## config.mk

```make
export PLATFORM = sky130hd
export DESIGN_NAME = ps2_byte_rx
export DESIGN_NICKNAME = d
export VERILOG_FILES = /design/src/rtl/ps2_pkg.sv /design/src/rtl/ps2_sync_edge.sv /design/src/rtl/ps2_byte_rx.sv
export SDC_FILE = /design/constraint.sdc
export NUM_CORES = 1
export LEC_CHECK = 0
export ABC_AREA = 1
export CORE_AREA = 2 2 51 53
export CTS_BUF_LIST = sky130_fd_sc_hd__clkbuf_2 sky130_fd_sc_hd__clkbuf_4 sky130_fd_sc_hd__clkbuf_8
export CTS_CLUSTER_DIAMETER = 40
export CTS_CLUSTER_SIZE = 24
export DETAILED_ROUTE_END_ITERATION = 16
export DIE_AREA = 0 0 53 55
export PLACE_DENSITY_LB_ADDON = 0.08
export RECOVER_POWER = 25
export REMOVE_ABC_BUFFERS = 1
export SLEW_MARGIN = 20
export SYNTH_ARGS = -nofsm -noshare
export SYNTH_HDL_FRONTEND = slang
export SYNTH_SLANG_ARGS = --single-unit
export TNS_END_PERCENT = 30
```

## constraint.sdc

```tcl
create_clock -name clk -period 3.99 [get_ports clk]
set_input_delay 0.399 -clock clk [delete_from_list [all_inputs] [get_ports clk]]
set_output_delay 0.399 -clock clk [all_outputs]
set_load 0.02 [all_outputs]
```

## src/rtl/ps2_pkg.sv

```systemverilog
// ps2_pkg: shared receiver state type, data width and PS/2 frame bit positions.
package ps2_pkg;
    typedef enum logic [1:0] {IDLE, DATA, PARITY, STOP} state_t;
    localparam int PS2_DATA_BITS = 8;
    localparam int START_POS     = 0;
    localparam int DATA_POS      = 1;
    localparam int PARITY_POS    = DATA_POS + PS2_DATA_BITS;
    localparam int STOP_POS      = PARITY_POS + 1;
    localparam int FRAME_BITS    = STOP_POS + 1;
endpackage

```

## src/rtl/ps2_sync_edge.sv

```systemverilog
// ps2_sync_edge: synchronizes both PS/2 lines and flags falling edges of the PS/2 clock.
module ps2_sync_edge #(
    parameter int STAGES = 2
) (
    input  logic clk,
    input  logic resetn,
    input  logic ps2_clk,
    input  logic ps2_data,
    output logic fall,
    output logic data
);
    logic [STAGES-1:0] c_sh, d_sh;
    logic c_prev;
    // Flops reset to the idle-high line level so reset release never looks like an edge.
    always_ff @(posedge clk or negedge resetn) begin
        if (!resetn) begin
            c_sh   <= '1;
            d_sh   <= '1;
            c_prev <= 1'b1;
        end else begin
            c_sh   <= {c_sh[STAGES-2:0], ps2_clk};
            d_sh   <= {d_sh[STAGES-2:0], ps2_data};
            c_prev <= c_sh[STAGES-1];
        end
    end
    assign fall = c_prev & ~c_sh[STAGES-1];
    assign data = d_sh[STAGES-1];
endmodule

```

## src/rtl/ps2_byte_rx.sv

```systemverilog
// ps2_byte_rx: PS/2 device-to-host byte receiver with parity/stop checking.
// Define PS2_RX_TIMEOUT_EN to build the watchdog that aborts stalled frames.
import ps2_pkg::*;
module ps2_byte_rx #(
    parameter int SYNC_STAGES    = 2,
    parameter int TIMEOUT_CYCLES = 10000
) (
    input  logic       clk,
    input  logic       resetn,
    input  logic       ps2_clk,
    input  logic       ps2_data,
    output logic [7:0] byte_out,
    output logic       byte_valid,
    output logic       parity_err,
    output logic       frame_err,
    output logic       timeout_err
);
    if (SYNC_STAGES < 2 || TIMEOUT_CYCLES < 2) begin : g_param_check
        $error("ps2_byte_rx: SYNC_STAGES and TIMEOUT_CYCLES must be at least 2");
    end
    logic fall, bit_s, abort;
    state_t state;
    logic [2:0] cnt;
    logic [PS2_DATA_BITS-1:0] sh;
    logic par;
    ps2_sync_edge #(.STAGES(SYNC_STAGES)) u_sync (
        .clk(clk), .resetn(resetn), .ps2_clk(ps2_clk), .ps2_data(ps2_data),
        .fall(fall), .data(bit_s)
    );
`ifdef PS2_RX_TIMEOUT_EN
    localparam int WD_W = $clog2(TIMEOUT_CYCLES + 1);
    logic [WD_W-1:0] wd;
    // The pulse is registered, so fire one count early to land TIMEOUT_CYCLES after the edge cycle.
    assign abort = state != IDLE && !fall && wd == WD_W'(TIMEOUT_CYCLES - 2);
    always_ff @(posedge clk or negedge resetn) begin
        if (!resetn) wd <= '0;
        else wd <= (fall || state == IDLE) ? '0 : wd + 1'b1;
    end
`else
    assign abort = 1'b0;
`endif
    always_ff @(posedge clk or negedge resetn) begin
        if (!resetn) begin
            state       <= IDLE;
            cnt         <= '0;
            sh          <= '0;
            par         <= 1'b0;
            byte_out    <= 8'h00;
            byte_valid  <= 1'b0;
            parity_err  <= 1'b0;
            frame_err   <= 1'b0;
            timeout_err <= 1'b0;
        end else begin
            byte_valid  <= 1'b0;
            parity_err  <= 1'b0;
            frame_err   <= 1'b0;
            timeout_err <= abort;
            if (abort) state <= IDLE;
            else if (fall) begin
                case (state)
                    IDLE: if (!bit_s) begin
                        state <= DATA;
                        cnt   <= '0;
                    end
                    DATA: begin
                        sh  <= {bit_s, sh[PS2_DATA_BITS-1:1]};
                        cnt <= cnt + 3'd1;
                        if (cnt == 3'(PS2_DATA_BITS - 1)) state <= PARITY;
                    end
                    PARITY: begin
                        par   <= bit_s;
                        state <= STOP;
                    end
                    STOP: begin
                        state <= IDLE;
                        if (!bit_s) frame_err <= 1'b1;
                        else if (^{sh, par}) begin
                            byte_out   <= sh;
                            byte_valid <= 1'b1;
                        end else parity_err <= 1'b1;
                    end
                endcase
            end
        end
    end
endmodule

```

==> impl_metrics.env, run 1 <==
export IMPL_status="finished clean"
export IMPL_maxSlewHeadroom_pct=42.69
export IMPL_antennaDiodeCount=0
export IMPL_clk_pin_slew_worst_paths_ps=90
export IMPL_p_int_mw=0.6342
export IMPL_layout_drive_gt1_share_pct=11.96
export IMPL_synth_top_family_by_area="simple AND/OR/NAND/NOR gates"
export IMPL_path_max_fanout=10
export IMPL_grt_pass1_wl_um=4202
export IMPL_cts_root_buffer="clkbuf_4"
export IMPL_ant_nets=0
export IMPL_worstMarginPinSlew_ps=856.8
export IMPL_vias=1076
export IMPL_hold_viol=0
export IMPL_maxCapViolations=0
export IMPL_combPwrFrac_pct=41.6
export IMPL_ys_warn_count=0
export IMPL_antenna_found_initial=0
export IMPL_crit_slowest_cell="dfstp_2"
export IMPL_wirelength_um=2460
export IMPL_power_switching_mw=0.4522
export IMPL_stdcell_count=214
export IMPL_final_cell_mix="nand2_1, dfrtp_1, inv_1, nand3_1"
export IMPL_power_leakage_nw=0.8567
export IMPL_critical_path_reg2reg_startpoint="u_sync.c_prev$_DFF_PN1_"
export IMPL_grt_max_degree=21
export IMPL_clock_skew_ps=13.11
export IMPL_port_buffers=14
export IMPL_io_pins=16
export IMPL_htreeDepth=2
export IMPL_min_path_cells=0
export IMPL_cts_buffer_depth=2
export IMPL_finalSetupViolCount=0
export IMPL_fmax_ghz=0.5853
export IMPL_clk_latency_ps=330
export IMPL_cp_start_kind="flip-flop"
export IMPL_die_y_um=55
export IMPL_fin_hold_ws_ps=362.9
export IMPL_die_w_um=53
export IMPL_path_buf_inv=2
export IMPL_ys_ff_latch=30
export IMPL_synth_xor_area_share_pct=0
export IMPL_synth_cells=163
export IMPL_crit_family="simple AND/OR/NAND/NOR gates"
export IMPL_p_clk_share_pct=17.2
export IMPL_die_area_mm2=0.002915
export IMPL_gp_congestion=0.7964
export IMPL_post_cts_resized=0
export IMPL_synthAdderAreaFrac_pct=5.300
export IMPL_syn_cell_area_mm2=0.001416
export IMPL_critPathCaptureType="flip-flop"
export IMPL_synthToLayoutAreaGrowth_pct=15.99
export IMPL_start_util_pct=59.89
export IMPL_place_area_mm2=0.001590
export IMPL_dp_hpwl_um=1882
export IMPL_netSwitchingFraction_pct=41.62
export IMPL_worst_ep_arrival_time_ps=1920
export IMPL_via_per_inst=5.028
export IMPL_timing_final_crit_share_pct=42.82
export IMPL_cts_hold_buffers=0
export IMPL_tritoncts="done"
export IMPL_num_rows=18
export IMPL_dr_pass1_iters=4
export IMPL_worstHoldEndpoint="u_sync.d_sh[1]$_DFF_PN1_"
export IMPL_grt_usage_pct=20.75
export IMPL_wl_per_cell_um=11.50
export IMPL_post_cts_buffers=0
export IMPL_grt_ovfl_total=0
export IMPL_layout_setup_ws_ps=2281
export IMPL_drc=0
export IMPL_synth_simple_area_share_pct=30.04
export IMPL_synth_compound_area_share_pct=5.124
export IMPL_ir_drop_uv=419.2
export IMPL_power_frac_seq_pct=41.2
export IMPL_preCtsSetupSlack_ps=2368
export IMPL_reg2reg_slack_ps=2280
export IMPL_final_common_cell="nand2_1"
export IMPL_holdCritPathClass="reg2reg"
export IMPL_setup_tns_ps=0
export IMPL_dp_cells=206
export IMPL_r2r_cells=7
export IMPL_avgSynthCellArea_um2=8.689
export IMPL_ys_types=20
export IMPL_synthMuxAreaShare_pct=0
export IMPL_r2r_end="byte_out[3]$_DFFE_PN0P_"
export IMPL_cts_made_buffers=5
export IMPL_critPathKind="reg2reg"
export IMPL_maxSlewViolCount=0
export IMPL_drt_iter0_markers=32
export IMPL_cts_sinks=30
export IMPL_power_density_mw_per_mm2=661.3
export IMPL_grt_pass1_vias=982
export IMPL_required_ps=4200
export IMPL_hold_path_startpoint="u_sync.d_sh[0]$_DFF_PN1_"
export IMPL_slowest_delay_ps=520
export IMPL_core_region_area_mm2=0.002365
export IMPL_yosysSeqAreaShare_pct=53.45
export IMPL_period_needed_ps=1709
export IMPL_nets=193
export IMPL_final_area_mm2=0.001643
export IMPL_rsz0062_at_grt="false"
export IMPL_cp_cell_sequence="inv_1, nor2_1, inv_1, nor3_4, nand3_4, nand2_1, nand2_1"
worst reg2reg max path: stages, from the launching register on:
cell and delay, ps:
dfstp_2 520, inv_1 40, nor2_1 230, inv_1 140, nor3_4 350, nand3_4 170, nand2_1 100, nand2_1 50
cells in the mapped netlist:
cell type	instances	area [um2]
nand3_4	1	17.52
clkbuf_1	1	3.750
o21ai_0	11	55.05
nand2_4	1	11.26
nor2_1	4	15.01
buf_4	1	7.510
dfrtp_1	25	625.6
dfstp_2	5	131.4
ha_1	6	75.07
conb_1	1	3.750
nor2_4	1	11.26
nand3_2	2	20.02
inv_1	19	71.32
o31ai_1	1	7.510
nand3_1	14	70.07
nand2_1	61	229.0
nand2_2	4	25.02
a21oi_1	2	10.01
nor3_4	1	16.27
nor3_1	2	10.01
metrics by stage:
step | utilization [%] | power (mW)
finish | 69.47 | 1.086
global route | 69.47 | 1.182
CTS | 69.79 | 1.097
detailed placement | 67.25 | 0.9099
global placement | 67.25 | 0.8844
floorplan | - | 0.7830
metal layers:
layer	GRT usage (%)	vias up	share of wire, %
li1	-	550	-
met1	26.57	497	45
met2	33.13	24	48
met3	5.914	5	5.4
met4	8.974	0	1.4
met5	0	-	0
worst max path at each step:
stage | slack, ps | to | depth (start not counted) | start
global route | 2130 | byte_out[2]$_DFFE_PN0P_ | 7 | u_sync.c_prev$_DFF_PN1_
detailed placement | 2370 | sh[4]$_DFFE_PN0P_ | 2 | resetn
global placement | 2400 | byte_out[3]$_DFFE_PN0P_ | 2 | resetn
finish | 2280 | byte_out[3]$_DFFE_PN0P_ | 7 | u_sync.c_prev$_DFF_PN1_
CTS | 2290 | byte_out[0] | 1 | byte_out[0]$_DFFE_PN0P_
floorplan | 2610 | byte_out[0]$_DFFE_PN0P_ | 7 | u_sync.c_prev$_DFF_PN1_
power by group through the flow:
stage               logic, mW  registers (mW)  clock network, mW
finish                  0.452           0.447              0.187
global route            0.519           0.458              0.205
CTS                     0.458           0.447              0.191
detailed placement      0.457           0.453                  0
global placement        0.438           0.446                  0
floorplan               0.324           0.459                  0
final cells by class:
type | count | area (um2)
fill | 195 | 721.9
sequential | 30 | 757.0
multi-input combinational | 112 | 569.3
timing repair buffer | 15 | 147.6
clock buffer | 8 | 60.06
inverter | 19 | 71.32
tap | 30 | 37.54
flip-flops by register name, indices dropped and copies added, names as in the netlist:
register	flops
state	2
parity_err	1
byte_valid	1
u_sync.c_prev	1
par	1
frame_err	1
u_sync.c_sh	2
byte_out	8
sh	8
u_sync.d_sh	2
cnt	3
kinds of logic after synthesis:
family | count (synthesis)
flip-flops | 30
AND/OR/NAND/NOR | 91
buffers and inverters | 21
adder cells (fa/ha/maj) | 6
AO/OA/AOI/OAI | 14
other | 1
(Power assumes the default switching activity.)
==> run 2: changes to the inputs <==
- CORE_AREA: 2 2 51 53 -> 2 2 56 58
- DIE_AREA: 0 0 53 55 -> 0 0 58 60
- clock period: 3.99 -> 1.5 ns (I/O delays scaled with it)
==> impl_metrics.env, run 2 (synthesis gave the netlist of run 1 again) <==
export IMPL_power_frac_seq_pct=40.8
export IMPL_clk_pin_slew_worst_paths_ps=80
export IMPL_io_pins=16
export IMPL_fillCellCount=252
export IMPL_synthToLayoutAreaGrowth_pct=17.84
export IMPL_maxSlewViolCount=0
export IMPL_layout_setup_ws_ps=25.25
export IMPL_top_layer_used="met4"
export IMPL_die_y_um=60
export IMPL_vias=1034
export IMPL_rsz0062_at_grt="true"
export IMPL_clk_latency_ps=320
export IMPL_p_int_mw=1.696
export IMPL_maxSlewHeadroom_pct=51.99
export IMPL_power_switching_mw=1.186
export IMPL_min_path_cells=0
export IMPL_final_cell_mix="nand2_1, dfrtp_1, inv_1, nand3_1, clkdlybuf4s50_1"
export IMPL_crit_family="simple AND/OR/NAND/NOR gates"
export IMPL_grt_usage_pct=16.21
export IMPL_met2_length_um=945
export IMPL_grt_pass1_wl_um=4084
export IMPL_worstHoldEndpoint="u_sync.d_sh[1]$_DFF_PN1_"
export IMPL_maxCapViolations=0
export IMPL_worstMarginPinSlew_ps=720.1
export IMPL_cts_sinks=30
export IMPL_hold_viol=0
export IMPL_layout_drive_gt1_share_pct=15.68
export IMPL_r2r_end="byte_out[3]$_DFFE_PN0P_"
export IMPL_netSwitchingFraction_pct=41.14
export IMPL_preCtsSetupSlack_ps=44.36
export IMPL_gp_congestion=0.7687
export IMPL_wl_per_cell_um=10.44
export IMPL_crit_slowest_cell="dfrtp_1"
export IMPL_critical_path_reg2reg_startpoint="sh[5]$_DFFE_PN0P_"
export IMPL_port_buffers=14
export IMPL_hold_path_startpoint="u_sync.d_sh[0]$_DFF_PN1_"
export IMPL_holdCritPathClass="reg2reg"
export IMPL_worst_ep_arrival_time_ps=1690
export IMPL_wl_met3_um=117
export IMPL_power_leakage_nw=0.8633
export IMPL_grt_ovfl_total=0
export IMPL_required_ps=1720
export IMPL_combPwrFrac_pct=42.1
export IMPL_ant_nets=0
export IMPL_ir_drop_uv=1022
export IMPL_die_w_um=58
export IMPL_slowest_delay_ps=430
export IMPL_critPathCaptureType="flip-flop"
export IMPL_period_needed_ps=1475
export IMPL_dr_pass1_iters=4
export IMPL_antennaDiodeCount=0
export IMPL_final_common_cell="nand2_1"
export IMPL_fmax_ghz=0.6781
export IMPL_via_per_inst=4.743
export IMPL_path_max_fanout=9
export IMPL_power_density_mw_per_mm2=1726
export IMPL_cts_root_buffer="clkbuf_4"
export IMPL_critPathKind="reg2reg"
export IMPL_cts_buffer_depth=2
export IMPL_die_area_mm2=0.003480
export IMPL_cp_start_kind="flip-flop"
export IMPL_status="finished clean"
export IMPL_path_common_cell="nand2_1"
export IMPL_start_util_pct=48.79
export IMPL_cts_hold_buffers=0
export IMPL_dp_hpwl_um=1684
export IMPL_cp_cell_sequence="inv_1, nand2_1, nand2_1, nand2_1, nand2_1, nand3_1, nand3_1, nand3_4, nand2_1, nand2_1"
export IMPL_drt_iter0_markers=56
export IMPL_grt_max_degree=31
export IMPL_r2r_cells=10
export IMPL_clock_skew_ps=7.483
export IMPL_drc=0
export IMPL_cts_made_buffers=5
export IMPL_setup_tns_ps=0
export IMPL_drt_met1_wl_um=1176
export IMPL_nets=194
export IMPL_timing_final_crit_share_pct=98.32
export IMPL_htreeDepth=2
export IMPL_wirelength_um=2276
export IMPL_p_clk_share_pct=17.1
export IMPL_finalSetupViolCount=0
export IMPL_core_region_area_mm2=0.002903
export IMPL_tritoncts="done"
export IMPL_reg2reg_slack_ps=30
export IMPL_grt_pass1_vias=929
export IMPL_num_rows=20
export IMPL_antenna_found_initial=0
export IMPL_path_buf_inv=1
export IMPL_reg_top3="byte_out (8), sh (8), cnt (3)"
==> run 2: cell count changes in the layout (fill, tap and decap cells not counted), sizes merged <==
| cell | previous run | this run |
|---|---|---|
| clkbuf | 8 | 9 |
==> run 2: repair_timing <==
| action | CTS | global route |
|---|---|---|
| setup endpoints to repair | 0 | 19 |
| resized for setup | 0 | 6 |
| setup buffers | 0 | 0 |
==> run 2: power groups by stage <==
stage | logic, mW | clock network, mW | registers (mW)
after global placement | 1.19 | 0 | 1.18
after floorplan | 0.861 | 0 | 1.22
after detailed placement | 1.21 | 0 | 1.19
after global routing | 1.40 | 0.550 | 1.21
final | 1.21 | 0.494 | 1.18
after CTS | 1.22 | 0.520 | 1.18
==> run 2: metrics by stage <==
stage | util [%] | area [um2] | hold slack [ps] | instances | power (mW)
after global placement | 55.17 | 1602 | 346.5 | 210 | 2.372
after CTS | 57.24 | 1662 | 197.7 | 218 | 2.922
after global routing | 57.50 | 1669 | 354.9 | 218 | 3.156
after detailed placement | 55.17 | 1602 | 347.2 | 210 | 2.410
after floorplan | - | 1405 | -145.6 | 161 | 2.083
final | 57.50 | 1669 | 357.8 | 218 | 2.882
==> run 2: layout make-up <==
type | count | area [um2] | share of cell area [%]
multi-input combinational | 112 | 583.1 | 34.93
tap | 33 | 41.29 | 2.474
timing repair buffer | 16 | 156.4 | 9.370
inverter | 19 | 71.32 | 4.273
clock buffer | 8 | 60.06 | 3.598
sequential | 30 | 757.0 | 45.35
==> run 2: how the worst max path moves through the flow <==
stage | depth (start not counted) | startpoint | end
after global placement | 10 | sh[4]$_DFFE_PN0P_ | byte_out[4]$_DFFE_PN0P_
after CTS | 10 | sh[6]$_DFFE_PN0P_ | byte_out[3]$_DFFE_PN0P_
after floorplan | 7 | u_sync.c_prev$_DFF_PN1_ | byte_out[0]$_DFFE_PN0P_
final | 10 | sh[5]$_DFFE_PN0P_ | byte_out[3]$_DFFE_PN0P_
after detailed placement | 10 | sh[6]$_DFFE_PN0P_ | byte_out[3]$_DFFE_PN0P_
after global routing | 10 | sh[5]$_DFFE_PN0P_ | byte_out[3]$_DFFE_PN0P_
==> run 2: layer usage <==
layer | vias to the layer above | global-route usage, %
met5 | - | 0
met4 | 0 | 10.96
met3 | 4 | 4.545
met2 | 20 | 22.56
met1 | 461 | 21.90
li1 | 549 | -
==> run 3: changes to the inputs <==
- CTS_CLUSTER_DIAMETER: 40 -> unset
==> results of run 3 <==
Final layout, timing and power as in run 2 (identical DEF).
